--- config.mk ---
export PLATFORM = sky130hd
export DESIGN_NAME = mlclaa_serial_addsub_flat
export DESIGN_NICKNAME = d
export VERILOG_FILES = /design/src/rtl/iddmm_pkg.sv /design/src/rtl/mlclaa_serial_addsub_if.sv /design/src/rtl/mlclaa_serial_addsub_word.sv /design/src/rtl/mlclaa_serial_addsub.sv /design/src/flat_wrapper.sv
export SDC_FILE = /design/constraint.sdc
export NUM_CORES = 1
export LEC_CHECK = 0
export CAP_MARGIN = 5
export CORE_MARGIN = 3
export CORE_UTILIZATION = 39
export CTS_BUF_LIST = sky130_fd_sc_hd__clkbuf_4 sky130_fd_sc_hd__clkbuf_8 sky130_fd_sc_hd__clkbuf_16
export CTS_CLUSTER_DIAMETER = 80
export CTS_CLUSTER_SIZE = 8
export DETAILED_ROUTE_END_ITERATION = 6
export PLACE_DENSITY = 0.81
export RECOVER_POWER = 100
export SYNTH_ARGS = -nofsm -noshare
export SYNTH_HDL_FRONTEND = slang
export SYNTH_SLANG_ARGS = --single-unit
--- constraint.sdc ---
create_clock -name clk -period 5.1 [get_ports clk]
set_input_delay 0.765 -clock clk [delete_from_list [all_inputs] [get_ports clk]]
set_output_delay 0.765 -clock clk [all_outputs]
set_load 0.005 [all_outputs]
--- src/rtl/iddmm_pkg.sv ---
// Shared definitions for the IDDMM datapath: default geometry, FSM encoding
// and the 4-bit carry-look-ahead primitive reused at every CLA level.
package iddmm_pkg;

    localparam int DEF_WORD   = 64;
    localparam int DEF_NWORDS = 64;
    localparam int CLA_GRP    = 16;

    typedef enum logic {
        IDLE = 1'b0,
        RUN  = 1'b1
    } state_e;

    // Returns carries c[0..4] of a 4-wide generate/propagate slice, flattened.
    function automatic logic [4:0] cla4(input logic [3:0] g,
                                        input logic [3:0] p,
                                        input logic       cin);
        logic [4:0] c;
        c[0] = cin;
        c[1] = g[0] | (p[0] & cin);
        c[2] = g[1] | (p[1] & g[0]) | (p[1] & p[0] & cin);
        c[3] = g[2] | (p[2] & g[1]) | (p[2] & p[1] & g[0])
             | (p[2] & p[1] & p[0] & cin);
        c[4] = g[3] | (p[3] & g[2]) | (p[3] & p[2] & g[1])
             | (p[3] & p[2] & p[1] & g[0]) | (p[3] & p[2] & p[1] & p[0] & cin);
        return c;
    endfunction

endpackage

--- src/rtl/mlclaa_serial_addsub_if.sv ---
// Stream interface of the word-serial adder/subtractor: operand side in,
// result side out, plus the busy status.
interface mlclaa_serial_addsub_if #(
    parameter int WORD = 64
);
    logic            i_valid;
    logic            i_ready;
    logic            i_sub;
    logic [WORD-1:0] i_a;
    logic [WORD-1:0] i_b;
    logic            o_valid;
    logic            o_ready;
    logic [WORD-1:0] o_sum;
    logic            o_first;
    logic            o_last;
    logic            o_cout;
    logic            o_busy;

    modport master (
        output i_valid, i_sub, i_a, i_b, o_ready,
        input  i_ready, o_valid, o_sum, o_first, o_last, o_cout, o_busy
    );

    modport slave (
        input  i_valid, i_sub, i_a, i_b, o_ready,
        output i_ready, o_valid, o_sum, o_first, o_last, o_cout, o_busy
    );

endinterface

--- src/rtl/mlclaa_serial_addsub_word.sv ---
// Combinational WORD-bit adder: 4-bit CLA inside nibbles, 4-nibble CLA inside
// 16-bit groups, and a flattened look-ahead across the 16-bit groups.
module mlclaa_word
    import iddmm_pkg::*;
#(
    parameter int WORD = DEF_WORD
) (
    input  logic            cin,
    input  logic [WORD-1:0] a,
    input  logic [WORD-1:0] b,
    output logic [WORD-1:0] sum,
    output logic            cout
);

    localparam int NG = WORD / CLA_GRP;
    localparam int NN = WORD / 4;

    logic [WORD-1:0] g, p, c;
    logic [NN-1:0]   ng, np, nc;
    logic [NG-1:0]   gg, gp;
    logic [NG:0]     gc;

    always_comb begin
        logic [4:0] t;
        logic       run_p;
        // NOTE: every combinational output gets a default before any branch or
        // loop writes it, so no path can leave a stale value (no latch).
        g  = a & b;
        p  = a ^ b;
        ng = '0;
        np = '0;
        nc = '0;
        gg = '0;
        gp = '0;
        gc = '0;
        c  = '0;
        t  = '0;
        run_p = 1'b1;

        for (int n = 0; n < NN; n++) begin
            t     = cla4(g[4*n +: 4], p[4*n +: 4], 1'b0);
            ng[n] = t[4];
            np[n] = &p[4*n +: 4];
        end
        for (int k = 0; k < NG; k++) begin
            t     = cla4(ng[4*k +: 4], np[4*k +: 4], 1'b0);
            gg[k] = t[4];
            gp[k] = &np[4*k +: 4];
        end
        // Each group carry is an independent sum-of-products over all lower groups.
        for (int j = 0; j <= NG; j++) begin
            run_p = 1'b1;
            for (int i = j - 1; i >= 0; i--) begin
                gc[j] = gc[j] | (gg[i] & run_p);
                run_p = run_p & gp[i];
            end
            gc[j] = gc[j] | (cin & run_p);
        end
        for (int k = 0; k < NG; k++) begin
            t             = cla4(ng[4*k +: 4], np[4*k +: 4], gc[k]);
            nc[4*k +: 4]  = t[3:0];
        end
        for (int n = 0; n < NN; n++) begin
            t            = cla4(g[4*n +: 4], p[4*n +: 4], nc[n]);
            c[4*n +: 4]  = t[3:0];
        end
    end

    assign sum  = p ^ c;
    assign cout = gc[NG];

endmodule

--- src/rtl/mlclaa_serial_addsub.sv ---
// Word-serial wide add/subtract, LS word first; the inter-word carry lives in a
// register so one word is consumed per beat. o_cout is the borrow when subtracting.
module mlclaa_serial_addsub
    import iddmm_pkg::*;
#(
    parameter int WORD   = DEF_WORD,
    parameter int NWORDS = DEF_NWORDS,
    parameter int CNT_W  = (NWORDS > 1) ? $clog2(NWORDS) : 1
) (
    input  logic                  clk,
    input  logic                  rst,
    mlclaa_serial_addsub_if.slave bus
);

    localparam logic [CNT_W-1:0] LAST = CNT_W'(NWORDS - 1);

    state_e          state_q, state_d;
    logic [CNT_W-1:0] cnt_q, cnt_d;
    logic            carry_q, carry_d;
    logic            mode_q, mode_d;
    logic            valid_q, valid_d;
    logic [WORD-1:0] sum_q, sum_d;
    logic            first_q, first_d;
    logic            last_q, last_d;
    logic            cout_q, cout_d;

    logic            accept, is_idle, is_last, eff_sub, cin;
    logic [WORD-1:0] b_eff, w_sum;
    logic            w_cout;

    assign bus.i_ready = !valid_q || bus.o_ready;
    assign accept      = bus.i_valid && bus.i_ready;
    assign is_idle     = (state_q == IDLE);
    assign is_last     = (NWORDS == 1) ? 1'b1 : (state_q == RUN && cnt_q == LAST);
    // Subtraction is a + ~b + 1: the +1 enters as the carry-in of word 0 only.
    assign eff_sub     = is_idle ? bus.i_sub : mode_q;
    assign cin         = is_idle ? bus.i_sub : carry_q;
    assign b_eff       = eff_sub ? ~bus.i_b : bus.i_b;

    mlclaa_word #(.WORD(WORD)) u_word (
        .cin  (cin),
        .a    (bus.i_a),
        .b    (b_eff),
        .sum  (w_sum),
        .cout (w_cout)
    );

    always_comb begin
        state_d = state_q;
        cnt_d   = cnt_q;
        carry_d = carry_q;
        mode_d  = mode_q;
        valid_d = valid_q;
        sum_d   = sum_q;
        first_d = first_q;
        last_d  = last_q;
        cout_d  = cout_q;

        if (accept) begin
            mode_d  = eff_sub;
            carry_d = w_cout;
            valid_d = 1'b1;
            sum_d   = w_sum;
            first_d = is_idle;
            last_d  = is_last;
            cout_d  = is_last ? (eff_sub ? ~w_cout : w_cout) : 1'b0;
            if (is_last) begin
                state_d = IDLE;
                cnt_d   = '0;
            end else begin
                state_d = RUN;
                cnt_d   = cnt_q + CNT_W'(1);
            end
        end else if (bus.o_ready) begin
            valid_d = 1'b0;
        end
    end

    // NOTE: state registers use non-blocking assignments so every flop samples
    // the pre-edge values regardless of statement order.
    always_ff @(posedge clk) begin
        if (rst) begin
            state_q <= IDLE;
            cnt_q   <= '0;
            carry_q <= 1'b0;
            mode_q  <= 1'b0;
            valid_q <= 1'b0;
            sum_q   <= '0;
            first_q <= 1'b0;
            last_q  <= 1'b0;
            cout_q  <= 1'b0;
        end else begin
            state_q <= state_d;
            cnt_q   <= cnt_d;
            carry_q <= carry_d;
            mode_q  <= mode_d;
            valid_q <= valid_d;
            sum_q   <= sum_d;
            first_q <= first_d;
            last_q  <= last_d;
            cout_q  <= cout_d;
        end
    end

    assign bus.o_valid = valid_q;
    assign bus.o_sum   = sum_q;
    assign bus.o_first = first_q;
    assign bus.o_last  = last_q;
    assign bus.o_cout  = cout_q;
    assign bus.o_busy  = (state_q == RUN);

endmodule

--- src/flat_wrapper.sv ---
// flat-port wrapper written by rule: the top's interface ports become plain ports
module mlclaa_serial_addsub_flat import iddmm_pkg::*;
#(
    parameter int WORD   = DEF_WORD,
    parameter int NWORDS = DEF_NWORDS,
    parameter int CNT_W  = (NWORDS > 1) ? $clog2(NWORDS) : 1
)
  (clk, rst, bus_i_valid, bus_i_sub, bus_i_a, bus_i_b, bus_o_ready, bus_i_ready, bus_o_valid, bus_o_sum, bus_o_first, bus_o_last, bus_o_cout, bus_o_busy);
  mlclaa_serial_addsub_if #(.WORD(WORD)) bus_i ();
  input  logic clk;
  input  logic rst;
  input wire logic [$bits(bus_i.i_valid)-1:0] bus_i_valid;
  input wire logic [$bits(bus_i.i_sub)-1:0] bus_i_sub;
  input wire logic [$bits(bus_i.i_a)-1:0] bus_i_a;
  input wire logic [$bits(bus_i.i_b)-1:0] bus_i_b;
  input wire logic [$bits(bus_i.o_ready)-1:0] bus_o_ready;
  output wire logic [$bits(bus_i.i_ready)-1:0] bus_i_ready;
  output wire logic [$bits(bus_i.o_valid)-1:0] bus_o_valid;
  output wire logic [$bits(bus_i.o_sum)-1:0] bus_o_sum;
  output wire logic [$bits(bus_i.o_first)-1:0] bus_o_first;
  output wire logic [$bits(bus_i.o_last)-1:0] bus_o_last;
  output wire logic [$bits(bus_i.o_cout)-1:0] bus_o_cout;
  output wire logic [$bits(bus_i.o_busy)-1:0] bus_o_busy;
  assign bus_i.i_valid = bus_i_valid;
  assign bus_i.i_sub = bus_i_sub;
  assign bus_i.i_a = bus_i_a;
  assign bus_i.i_b = bus_i_b;
  assign bus_i.o_ready = bus_o_ready;
  assign bus_i_ready = bus_i.i_ready;
  assign bus_o_valid = bus_i.o_valid;
  assign bus_o_sum = bus_i.o_sum;
  assign bus_o_first = bus_i.o_first;
  assign bus_o_last = bus_i.o_last;
  assign bus_o_cout = bus_i.o_cout;
  assign bus_o_busy = bus_i.o_busy;
  mlclaa_serial_addsub #(.WORD(WORD), .NWORDS(NWORDS), .CNT_W(CNT_W)) u_core (.clk(clk), .rst(rst), .bus(bus_i));
endmodule
# ---- After elaboration in Yosys (flattened, before gate mapping)
# Index checks and enable logic that the tools add are counted.
dict set report totals {
  input_bits 133
  elab_cells 537
  reg_bits 77
  out_inout_bits 70
}
dict set report op_classes {
  n_addsub 1
  eq_ne 1
  bitwise_logic 492
  n_mux 9
  n_reduce_logical 25
}
# cell count
set op_table {}
lappend op_table {{bitwise AND 1 bit} 296}
lappend op_table {{bitwise OR 1 bit} 190}
lappend op_table {{bitwise XOR 64 bit} 2}
lappend op_table {{bitwise AND 64 bit} 1}
lappend op_table {{two-way mux 64 bit} 1}
lappend op_table {{NOT 64 bit} 1}
lappend op_table {{AND reduction 16 bit} 4}
lappend op_table {{AND reduction 4 bit} 16}
lappend op_table {{two-way mux 1 bit} 7}
lappend op_table {{adder 6 x 1 -> 6 bit, second input constant} 1}
lappend op_table {{equality test 6 bit, second input constant} 1}
lappend op_table {{two-way mux 6 bit} 1}
lappend op_table {{logical AND 1 bit} 2}
lappend op_table {{NOT 1 bit} 2}
lappend op_table {{nonzero test 2 bit} 1}
lappend op_table {{logical NOT 1 bit} 1}
lappend op_table {{logical OR 1 bit} 1}

# ---- Logic depth before layout (Yosys ltp)
# Gate-level depths: netlist of run 1.
dict set report depth {
  depth_word 20
  depth_mapped 18
  depth_no_buf 16
}

# ---- Cells and area by module
# From an unflattened synthesis of run 1, not the netlist that was laid out.
dict set report unflattened {
  hier_cells 761
  area_unflattened_um2 6438.7
}
# mod seq_area_each_um2 area_each_um2 cells_each n_inst
set by_module_without_submodules {}
lappend by_module_without_submodules {mlclaa_serial_addsub 1541.5 3613.5 429 1}
lappend by_module_without_submodules {mlclaa_word 0.0 2825.2 332 1}

# ---- Least setup slack after synthesis of run 1
# No wires, ideal clock.
dict set report synth_timing {
  path_type {input to register}
  start {in bus_i_sub}
  end {reg u_core.sum_q[61] (netlist: u_core.bus.o_sum[61])}
  path_buffers 2
  t_required_ps 5030
  setup_ps 70
  arrival_time_ps 4545
  setup_slack_ps 484
  stages 18
  path_cell_list {mux2i_1 > clkbuf_1 > clkbuf_1 > xnor2_1 > ha_1 > nand4_1 > nor2_2 > nand2_1 > and4b_1 > a2111oi_4 > o21a_1 > a21oi_2 > o21ai_1 > a21oi_1 > fa_1 > xnor2_1 > nand2_1 > a21oi_1}
}
dict set report synth_via {
  elab_chain_len 20
  word_cells_on_any_way 183
  cone_classes {mux (3); bitwise (165); reduce/logical (15)}
}
# item line_no
set synth_rtl {}
lappend synth_rtl {{start, declared} flat_wrapper.sv:13} ;# input wire logic [$bits(bus_i.i_sub)-1:0] bus_i_sub;
lappend synth_rtl {{two-way mux 1 bit} mlclaa_serial_addsub.sv:36} ;# assign eff_sub = is_idle ? bus.i_sub : mode_q;
lappend synth_rtl {{two-way mux 64 bit} mlclaa_serial_addsub.sv:38} ;# assign b_eff = eff_sub ? ~bus.i_b : bus.i_b;
lappend synth_rtl {{bitwise XOR 64 bit / bitwise AND 64 bit (equally long branches)} {mlclaa_serial_addsub_word.sv:29, mlclaa_serial_addsub_word.sv:28}}
lappend synth_rtl {{bitwise AND 1 bit} --}
lappend synth_rtl {{bitwise OR 1 bit / bitwise AND 1 bit (equally long branches) (2 in a row)} --}
lappend synth_rtl {{bitwise OR 1 bit} --}
lappend synth_rtl {{bitwise AND 1 bit} --}
lappend synth_rtl {{bitwise OR 1 bit (2 in a row)} --}
lappend synth_rtl {{bitwise OR 1 bit} iddmm_pkg.sv:25} ;# | (p[3] & p[2] & p[1] & g[0]) | (p[3] & p[2] & p[1] & p[0] & cin);
lappend synth_rtl {{bitwise AND 1 bit} mlclaa_serial_addsub_word.sv:54} ;# gc[j] = gc[j] | (gg[i] & run_p);
lappend synth_rtl {{bitwise OR 1 bit (2 in a row)} mlclaa_serial_addsub_word.sv:54}
lappend synth_rtl {{bitwise OR 1 bit} mlclaa_serial_addsub_word.sv:57} ;# gc[j] = gc[j] | (cin & run_p);
lappend synth_rtl {{bitwise AND 1 bit} iddmm_pkg.sv:23} ;# | (p[2] & p[1] & p[0] & cin);
lappend synth_rtl {{bitwise OR 1 bit} iddmm_pkg.sv:23}
lappend synth_rtl {{bitwise AND 1 bit} iddmm_pkg.sv:20} ;# c[1] = g[0] | (p[0] & cin);
lappend synth_rtl {{bitwise OR 1 bit} iddmm_pkg.sv:20}
lappend synth_rtl {{bitwise XOR 64 bit *} mlclaa_serial_addsub_word.sv:69} ;# assign sum = p ^ c;
lappend synth_rtl {{end signal, assigned} mlclaa_serial_addsub.sv:98} ;# sum_q <= sum_d;
lappend synth_rtl {{end, declared} mlclaa_serial_addsub.sv:22} ;# logic [WORD-1:0] sum_q, sum_d;
# Mark *: on every way between the ends. The rest lies on a longest branch, timed or not.
# A chain may end at the register's enable or synchronous reset.

# ---- Worst setup path in the final report of run 1
dict set report layout_timing {
  start {in bus_i_sub}
  end {reg u_core.sum_q[53] (netlist: u_core.bus.o_sum[53])}
}
dict set report layout_via {
  elab_chain_len 20
  word_cells_on_any_way 159
  cone_classes {mux (3); bitwise (143); reduce/logical (13)}
}
# item line_no
set layout_rtl {}
lappend layout_rtl {{two-way mux 1 bit} mlclaa_serial_addsub.sv:36}
lappend layout_rtl {{two-way mux 64 bit} mlclaa_serial_addsub.sv:38}
lappend layout_rtl {{bitwise XOR 64 bit / bitwise AND 64 bit (equally long branches)} {mlclaa_serial_addsub_word.sv:29, mlclaa_serial_addsub_word.sv:28}}
lappend layout_rtl {{bitwise AND 1 bit} --}
lappend layout_rtl {{bitwise OR 1 bit / bitwise AND 1 bit (equally long branches) (2 in a row)} --}
lappend layout_rtl {{bitwise OR 1 bit} --}
lappend layout_rtl {{bitwise AND 1 bit} --}
lappend layout_rtl {{bitwise OR 1 bit (2 in a row)} --}
lappend layout_rtl {{bitwise OR 1 bit} iddmm_pkg.sv:25}
lappend layout_rtl {{bitwise AND 1 bit} mlclaa_serial_addsub_word.sv:54}
lappend layout_rtl {{bitwise OR 1 bit (2 in a row)} mlclaa_serial_addsub_word.sv:54}
lappend layout_rtl {{bitwise OR 1 bit} mlclaa_serial_addsub_word.sv:57}
lappend layout_rtl {{bitwise AND 1 bit} iddmm_pkg.sv:20}
lappend layout_rtl {{bitwise OR 1 bit} iddmm_pkg.sv:20}
lappend layout_rtl {{bitwise AND 1 bit} iddmm_pkg.sv:20}
lappend layout_rtl {{bitwise OR 1 bit} iddmm_pkg.sv:20}
lappend layout_rtl {{bitwise XOR 64 bit *} mlclaa_serial_addsub_word.sv:69}
# Marked as above.

==> results of run 1 <==
-- worst paths after layout --
path / end / slack (ps) / depth (start not counted)
setup / recovery: u_core.bus.o_sum[53]$_SDFFE_PP0P_ / 420 / 17
hold / removal: u_core.bus.o_sum[57]$_SDFFE_PP0P_ / 450 / 2
setup reg to reg: u_core.bus.o_sum[53]$_SDFFE_PP0P_ / 670 / 16
hold reg to reg: u_core.bus.o_sum[57]$_SDFFE_PP0P_ / 450 / 2
-- logic make-up after synthesis --
logic type,Yosys count
buffers and inverters,75
muxes,5
AOI/OAI and AO/OA,193
and+or+nand+nor,211
adders and majority gates,81
xor gates and xnor gates,98
DFF,77
-- worst reg2reg max path, delay by kind of cell, from the launching register on --
family                     cells  cell delay (ps)
AOI/OAI and AO/OA              7             1710
xor gates and xnor gates       2              280
buffers and inverters          1              280
adders and majority gates      2              730
muxes                          1              370
and+or+nand+nor                3              490
DFF                            1              520
-- synthesized netlist by cell type (6+ instances only) --
cell,number
fa_1,16
inv_1,47
nor2_1,50
o21ai_0,27
nand4_1,9
xor2_1,12
a21o_1,16
a21oi_1,72
dfxtp_1,77
nand2_1,91
nand3_1,8
o21a_1,12
xnor2_1,86
nor3_1,11
buf_1,7
nand2b_1,10
nand3b_1,6
clkbuf_1,21
ha_1,65
a211oi_1,20
-- state kept, by name (all words and copies together), names as in the netlist --
name and count:
u_core.bus.o_last 1, u_core.bus.o_sum 64, u_core.cnt_q 6, u_core.carry_q 1
u_core.bus.o_first 1, u_core.bus.o_cout 1, u_core.bus.o_valid 1, u_core.bus.o_busy 1
u_core.mode_q 1
-- per-layer routing --
layer	vias up	track usage [%]	routed length, µm
met1	2683	24.0	7590
met4	0	7.70	352
met5	-	0	0
li1	2961	-	-
met3	25	4.71	937
met2	146	35.7	8590
-- area by class of cell --
| cell class | instances | area, µm² |
|---|---|---|
| Clock inverter | 2 | 10.0 |
| Multi-Input combinational cell | 588 | 4280 |
| Sequential cell | 77 | 1540 |
| Inverter | 47 | 176 |
| Timing Repair Buffer | 212 | 2110 |
| Tap cell | 211 | 264 |
| Fill cell | 1376 | 6620 |
| Clock buffer | 13 | 262 |
-- stage by stage --
step	util [%]	total power, µW	setup slack (ps)	instance area [µm²]
after global routing	56.6	2630	111	8640
after CTS	56.9	2510	562	8680
after floorplan	-	1440	484	6120
after detailed placement	55.1	1890	214	8410
final	56.6	2440	416	8640
after global placement	55.1	1860	321	8410
-- power by group through the flow --
| stage | clock, µW | sequential, µW | combinational, µW |
|---|---|---|---|
| final | 607 | 727 | 1110 |
| after global routing | 644 | 736 | 1250 |
| after CTS | 624 | 732 | 1150 |
| after detailed placement | 0 | 744 | 1140 |
| after global placement | 0 | 742 | 1120 |
| after floorplan | 0 | 743 | 698 |
==> results.toml, run 1 <==
[run_status]
outcome = "finished with violations"
failed_checks = "max-capacitance violations, max-slew violations"

[critical_path]
path_buf_inv = 2
critical_path_required_ps = 5370
r2r-start = "u_core.bus.o_busy$_SDFFE_PP0P_"
cpMaxStageDelayCell = "a2111oi_4"
path_max_fanout = 32
critPathKind = "in -> reg"
critPathLaunchType = "input pin"
cp.arrival_ps = 4960
cp-startpoint = "bus_i_sub"
crit_chain = "clkdlybuf4s50_1, mux2i_4, buf_12, xnor2_1, ha_1, and4_1, a21o_4, o21a_1, o211ai_1, a2111oi_4, o21ai_0, a211o_1, and2_0, fa_1, xnor2_1, nand2_1, a21oi_1"
worst_path_dominant_cell_family = "compound AO/OA/AOI/OAI gates"
slowest_delay_ps = 490
end_kind = "flip-flop"
timing.critical_path.mode_cell = "xnor2_1"

[floorplan]
die-area_um2 = 17200
ios = 203
die-height_um = 131
initial_core_util_pct = 40.1
std_cell_rows = 45
core_um2 = 15300
die_w_um = 131

[synth]
synth_xor_area_share_pct = 14.0
yosysSeqAreaShare_pct = 25.2
yosys.area_share.simple_pct = 15.9
synthAdderAreaFrac_pct = 18.5
synth_area_um2 = 6120
postSynthCellCount = 740
synth_area_leaders = "dfxtp_1 (25%), ha_1 (13%), xnor2_1 (12%)"
synth.yosys.warnings = 0
synth_edf_count = 0
synth_mux_area_share_pct = 0.900
syn_avg_cell_area_um2 = 8.27
synth-seq-cells = 77
synth.top_cell.area_share_pct = 25.2
synth_compound_area_share_pct = 20.8
yosys.area.top_type = "dfxtp_1"
synth_cell_types = 57
synth-async-reset-ratio_pct = 0
synth_top_family_by_area = "compound AO/OA/AOI/OAI gates"
synth_flop_cell = "dfxtp_1"
syn_nets = 954

[job]
drv_cap = 1

[cts]
cts_root_buffer = "clkbuf_16"
hold_buffers = 0
cts_tree = "done"
cts_resized = 0
htreeDepth = 3
cts.clk_slew.worst_paths_ps = 60
clock-sinks = 77
clk_latency_ps = 340
cts_buffers = 9
post_cts_buffers = 0
clock_path_buffers = 2

[pwr]
clockPowerShare_pct = 24.8
comb_power_share_pct = 45.4
sw_frac_of_total_pct = 34.1
internal_power_uw = 1610
peakVddDrop_v = 0.000152
seqPwrFrac_pct = 29.7
p_sw_uw = 834
leakagePower_uw = 0.00368
p_per_area_nw_per_um2 = 283

[grt]
grt_max_degree = 69
antenna_found_initial = 0
gr-usage-all-layers_pct = 20.3
grt_pass1_vias = 5977
grt_pass1_wl_um = 28600
grt-ovfl-total = 0

[worst_hold_path]
hp-class = "reg -> reg"
min-delay-start = "u_core.bus.o_sum[57]$_SDFFE_PP0P_"

[cells_and_area]
layout-drive-gt1-share_pct = 3.94
final_cell_mix = "clkdlybuf4s50_1 (130), nand2_1 (90), xnor2_1 (86), dfxtp_1 (77), a21oi_1 (72)"
final_common_cell = "clkdlybuf4s50_1"
layout.cells.non_filler = 1150
area_growth_pct = 41.3
diodes = 0
nets = 1149

[routing]
wl_per_cell_um = 15.2
vias_per_cell = 5.06
vias = 5815
drtAntennaViolNets = 0
first_pass_iters = 4
drt-initial-drc-count = 232
drc = 0
wl_um = 17500

[sta]
timing.fmax_mhz = 213
finalHoldViolations = 0
fin_tns_setup_ps = 0
tightestPinTransition_ps = 1820
rsz0062_at_grt = "false"
period_minus_slack_ps = 4680
fin_crit_sh_pct = 91.9
setup_viol = 0
slew_viol_final = 37
clock_skew_ps = 4.03
max-slew-margin-rel_pct = -21.5
whs_ps = 447

[placement]
place.gp.congestion = 0.856
dpl.hpwl_um = 13700
portBuffers = 202
numPlacedInstances = 1135
Note: power is estimated with default switching activity, not from simulation.
==> inputs of run 2 (changes only) <==
- CORE_MARGIN: 3 -> 1
==> results.toml, run 2 (synthesized netlist as in run 1, its figures left out) <==
[routing]
drc = 0
drt-initial-drc-count = 299
first_pass_iters = 4
wl_per_cell_um = 14.6
drtAntennaViolNets = 0
wl_um = 16800
vias = 5810
vias_per_cell = 5.05

[critical_path]
critPathKind = "in -> reg"
critical_path_required_ps = 5380
cpMaxStageDelayCell = "clkdlybuf4s50_1"
cp.arrival_ps = 4860
slowest_delay_ps = 470
crit_chain = "clkdlybuf4s50_1, mux2i_4, buf_12, xnor2_1, ha_1, and4_1, a21o_4, o21a_1, o211ai_4, a2111oi_4, o21ai_0, a211o_1, and2_0, fa_1, xnor2_1, nand2_1, a21oi_1"
timing.critical_path.mode_cell = "xnor2_1"
path_max_fanout = 32
critPathLaunchType = "input pin"
end_kind = "flip-flop"

[floorplan]
ios = 203
die-height_um = 127
die_w_um = 127
initial_core_util_pct = 40.1
die-area_um2 = 16200
core_um2 = 15300
std_cell_rows = 45

[cells_and_area]
nets = 1149
final_cell_mix = "clkdlybuf4s50_1 (130), nand2_1 (90), xnor2_1 (86), dfxtp_1 (77), a21oi_1 (72)"
multi_input_area_um2 = 4290
area_growth_pct = 42.4
fillers = 1345
largest_register_ffs = 64
diodes = 0
final_area_um2 = 8710
layout-drive-gt1-share_pct = 4.04
regArea_um2 = 1540
final_common_cell = "clkdlybuf4s50_1"

[grt]
grt_max_degree = 53
grt_pass1_vias = 5675
grt_pass1_wl_um = 26900
antenna_found_initial = 0
grt-ovfl-total = 0
gr-usage-all-layers_pct = 21.2

[placement]
place_area_um2 = 8410
place.gp.congestion = 0.893
place_ws_ps = 232
portBuffers = 202
dpl.hpwl_um = 13200

[cts]
clk_latency_ps = 350
clock_path_buffers = 2
hold_buffers = 0
cts_resized = 0
cts_root_buffer = "clkbuf_16"
htreeDepth = 3
post_cts_buffers = 0
cts_tree = "done"
cts_buffers = 9
cts.clk_slew.worst_paths_ps = 60
clock-sinks = 77

[pwr]
p_per_area_nw_per_um2 = 294
peakVddDrop_v = 0.000215
leakagePower_uw = 0.00371

[sta]
rsz0062_at_grt = "false"
fin_crit_sh_pct = 90.0
max-slew-margin-rel_pct = -58.6
clock_skew_ps = 6.99
timing.fmax_mhz = 218
finalHoldViolations = 0
setup_viol = 0
whs_ps = 445
fin_ws_ps = 512
period_minus_slack_ps = 4590
tightestPinTransition_ps = 2380
slew_viol_final = 90
fin_tns_setup_ps = 0

[job]
drv_cap = 2

[run_status]
failed_checks = "max-capacitance violations, max-slew violations"
outcome = "finished with violations"

[worst_hold_path]
hp-class = "reg -> reg"
## run 2: changes by cell type in the layout (fill, tap and decap cells not counted), sizes merged
cell,delta
clkbuf,-2
bufinv,+2
inv,+1
## run 2: worst paths after layout
check / cells after the start / from / endpoint / slack [ps]
hold / removal: 2 / u_core.bus.o_sum[3]$_SDFFE_PP0P_ / u_core.bus.o_sum[3]$_SDFFE_PP0P_ / 450
setup reg to reg: 16 / u_core.bus.o_busy$_SDFFE_PP0P_ / u_core.bus.o_sum[53]$_SDFFE_PP0P_ / 750
setup / recovery: 17 / bus_i_sub / u_core.bus.o_sum[53]$_SDFFE_PP0P_ / 510
hold reg to reg: 2 / u_core.bus.o_sum[3]$_SDFFE_PP0P_ / u_core.bus.o_sum[3]$_SDFFE_PP0P_ / 450
## run 2: through the flow
step           std cells  util (%)  power, µW
2_1_floorplan        740         -       1440
3_3_place_gp        1135      55.1       1860
3_5_place_dp        1135      55.1       1880
4_1_cts             1151      57.3       2620
5_1_grt             1151      57.1       2740
6_report            1151      57.1       2560
## run 2: critical path: cells and delay by family
kind	cells	cell delay [ps]
xor+xnor	2	250
buf+inv	2	740
fa+ha+maj	2	740
compound gates	7	1610
mux	1	240
simple gates	3	490
## run 2: layout make-up
cell class,count,share of cell area (%)
clock inverters,5,0.948
multi-input cells,588,49.3
flip-flops and latches,77,17.7
repair buffers,212,24.2
well taps,211,3.03
inverters,47,2.02
clock buffers,11,2.83
## run 2: per-layer routing
metal / routed length, µm / vias up / track usage [%] / share of wire, %
met3: 845 / 24 / 5.15 / 5.0
li1: - / 2955 / - / -
met1: 7270 / 2676 / 25.1 / 43
met4: 306 / 0 / 6.86 / 1.8
met2: 8340 / 155 / 37.6 / 50
met5: 0 / - / 0 / 0
## run 2: power breakdown
part	internal, µW	switching [µW]	leakage (µW)
Clock	449	273	0.000164
Combinational	573	538	0.00291
Sequential	684	46.7	0.000635
Total	1710	858	0.00371
==> inputs of run 3 (changes only) <==
- MAX_ROUTING_LAYER: unset -> met4
==> results.toml, run 3 (synthesized netlist as in run 1, its figures left out) <==
[critical_path]
cp-startpoint = "bus_i_sub"
r2r_cells = 17
r2r_slack_ps = 730
critPathLaunchType = "input pin"
end_kind = "flip-flop"
cp.arrival_ps = 4920
r2r-start = "u_core.bus.o_busy$_SDFFE_PP0P_"
path_max_fanout = 32
slowest_delay_ps = 470
crit_chain = "clkdlybuf4s50_1, mux2i_4, buf_12, xnor2_1, ha_1, and4_1, a21o_4, o21a_1, o211ai_4, a2111oi_4, o21a_1, a21oi_2, o21ai_1, a21oi_1, fa_1, xnor2_1, nand2_1, a21oi_1"
critical_path_required_ps = 5380
r2r_end = "u_core.bus.o_sum[61]$_SDFFE_PP0P_"
critPathKind = "in -> reg"
cpMaxStageDelayCell = "clkdlybuf4s50_1"
crit_path_end = "u_core.bus.o_sum[61]$_SDFFE_PP0P_"

[run_status]
outcome = "finished with violations"
failed_checks = "max-capacitance violations, max-slew violations"

[sta]
fin_tns_setup_ps = 0
clock_skew_ps = 6.46
slew_viol_final = 90
whs_ps = 447
tightestPinTransition_ps = 2420
finalHoldViolations = 0
max-slew-margin-rel_pct = -61.3
rsz0062_at_grt = "false"
timing.fmax_mhz = 216
setup_viol = 0
period_minus_slack_ps = 4640
fin_ws_ps = 465
fin_crit_sh_pct = 90.9

[floorplan]
initial_core_util_pct = 40.1
die-area_um2 = 16200
ios = 203
die_w_um = 127
core_um2 = 15300
std_cell_rows = 45
die-height_um = 127

[pwr]
seqPwrFrac_pct = 29.5
clockPowerShare_pct = 25.7
peakVddDrop_v = 0.000239
leakagePower_uw = 0.00368
sw_frac_of_total_pct = 35.5
p_per_area_nw_per_um2 = 285
comb_power_share_pct = 44.8
p_sw_uw = 880
internal_power_uw = 1600

[routing]
wl_um = 16800
vias_per_cell = 5.04
first_pass_iters = 5
drtAntennaViolNets = 0
drc = 0
drt-initial-drc-count = 234
vias = 5810
wl_per_cell_um = 14.6

[cells_and_area]
area_growth_pct = 41.8
fillers = 1385
layout.cells.non_filler = 1152
diodes = 0
largest_register_ffs = 64
nets = 1150
final_common_cell = "clkdlybuf4s50_1"
layout-drive-gt1-share_pct = 4.14
final_cell_mix = "clkdlybuf4s50_1 (130), nand2_1 (90), xnor2_1 (86), dfxtp_1 (77), a21oi_1 (72)"

[cts]
hold_buffers = 0
cts_root_buffer = "clkbuf_16"
cts_resized = 0
clock_path_buffers = 2
cts_buffers = 9
post_cts_buffers = 0
clock-sinks = 77
cts.clk_slew.worst_paths_ps = 70
htreeDepth = 3
cts_tree = "done"
clk_latency_ps = 350

[grt]
antenna_found_initial = 0
grt_pass1_wl_um = 26800
grt_pass1_vias = 5743
gr-usage-all-layers_pct = 21.6
grt-ovfl-total = 0
grt_max_degree = 53

[placement]
place_ws_ps = 193
place.gp.congestion = 0.895
numPlacedInstances = 1136
dpl.hpwl_um = 13100
portBuffers = 202

[worst_hold_path]
timing.hold.worst_path_depth = 2
hp-class = "reg -> reg"
min-delay-start = "u_core.bus.o_sum[2]$_SDFFE_PP0P_"

[job]
drv_cap = 2
## run 3: changes by cell type in the layout (fill, tap and decap cells not counted)
cell        delta
bufinv_16      -2
clkinv_2       -1
inv_6          +3
clkbuf_4       -1
clkbuf_8       -1
clkinvlp_4     +2
clkinv_4       -1
inv_8          +1
buf_4          +1
## run 3: critical path, delay by kind of cell
| family | cells | cell delay, ps |
|---|---|---|
| muxes | 1 | 240 |
| AOI/OAI and AO/OA | 9 | 1840 |
| adders and majority gates | 2 | 750 |
| buffers and inverters | 2 | 740 |
| xor gates and xnor gates | 2 | 260 |
| and+or+nand+nor | 2 | 290 |
## run 3: power by group through the flow
stage          logic (µW)  clock network, µW  registers [µW]
5_1_grt              1240                671             740
2_1_floorplan         698                  0             743
3_3_place_gp         1110                  0             746
3_5_place_dp         1140                  0             746
6_report             1110                637             730
4_1_cts              1150                647             734
## run 3: area by class of cell
cell class / instances / area [µm²] / area share, %
multi-input combinational: 588 / 4290 / 49.5
timing repair buffer: 213 / 2120 / 24.4
sequential: 77 / 1540 / 17.8
tap: 211 / 264 / 3.04
clock buffer: 9 / 225 / 2.60
inverter: 47 / 176 / 2.03
clock inverter: 7 / 61.3 / 0.706
## run 3: worst min path at each step
stage	endpoint	slack [ps]
5_1_grt	u_core.bus.o_sum[10]$_SDFFE_PP0P_	460
2_1_floorplan	u_core.bus.o_sum[10]$_SDFFE_PP0P_	450
3_3_place_gp	u_core.bus.o_sum[2]$_SDFFE_PP0P_	440
4_1_cts	u_core.bus.o_sum[2]$_SDFFE_PP0P_	450
6_report	u_core.bus.o_sum[2]$_SDFFE_PP0P_	450
3_5_place_dp	u_core.bus.o_sum[2]$_SDFFE_PP0P_	440
## run 3: per-stage QoR
stage          total power, µW  utilization, %  cell area [µm²]
6_report                  2480            56.9             8680
5_1_grt                   2650            56.9             8680
4_1_cts                   2530            57.1             8710
3_5_place_dp              1880            55.2             8420
3_3_place_gp              1860            55.2             8420
2_1_floorplan             1440               -             6120
## run 3: layer usage
layer / up-vias / global-route usage [%] / part of all wire (%)
li1: 2953 / - / -
met1: 2662 / 24.4 / 43
met2: 163 / 37.5 / 49
met3: 32 / 5.11 / 4.9
met4: 0 / 7.35 / 2.6
met5: - / - / 0
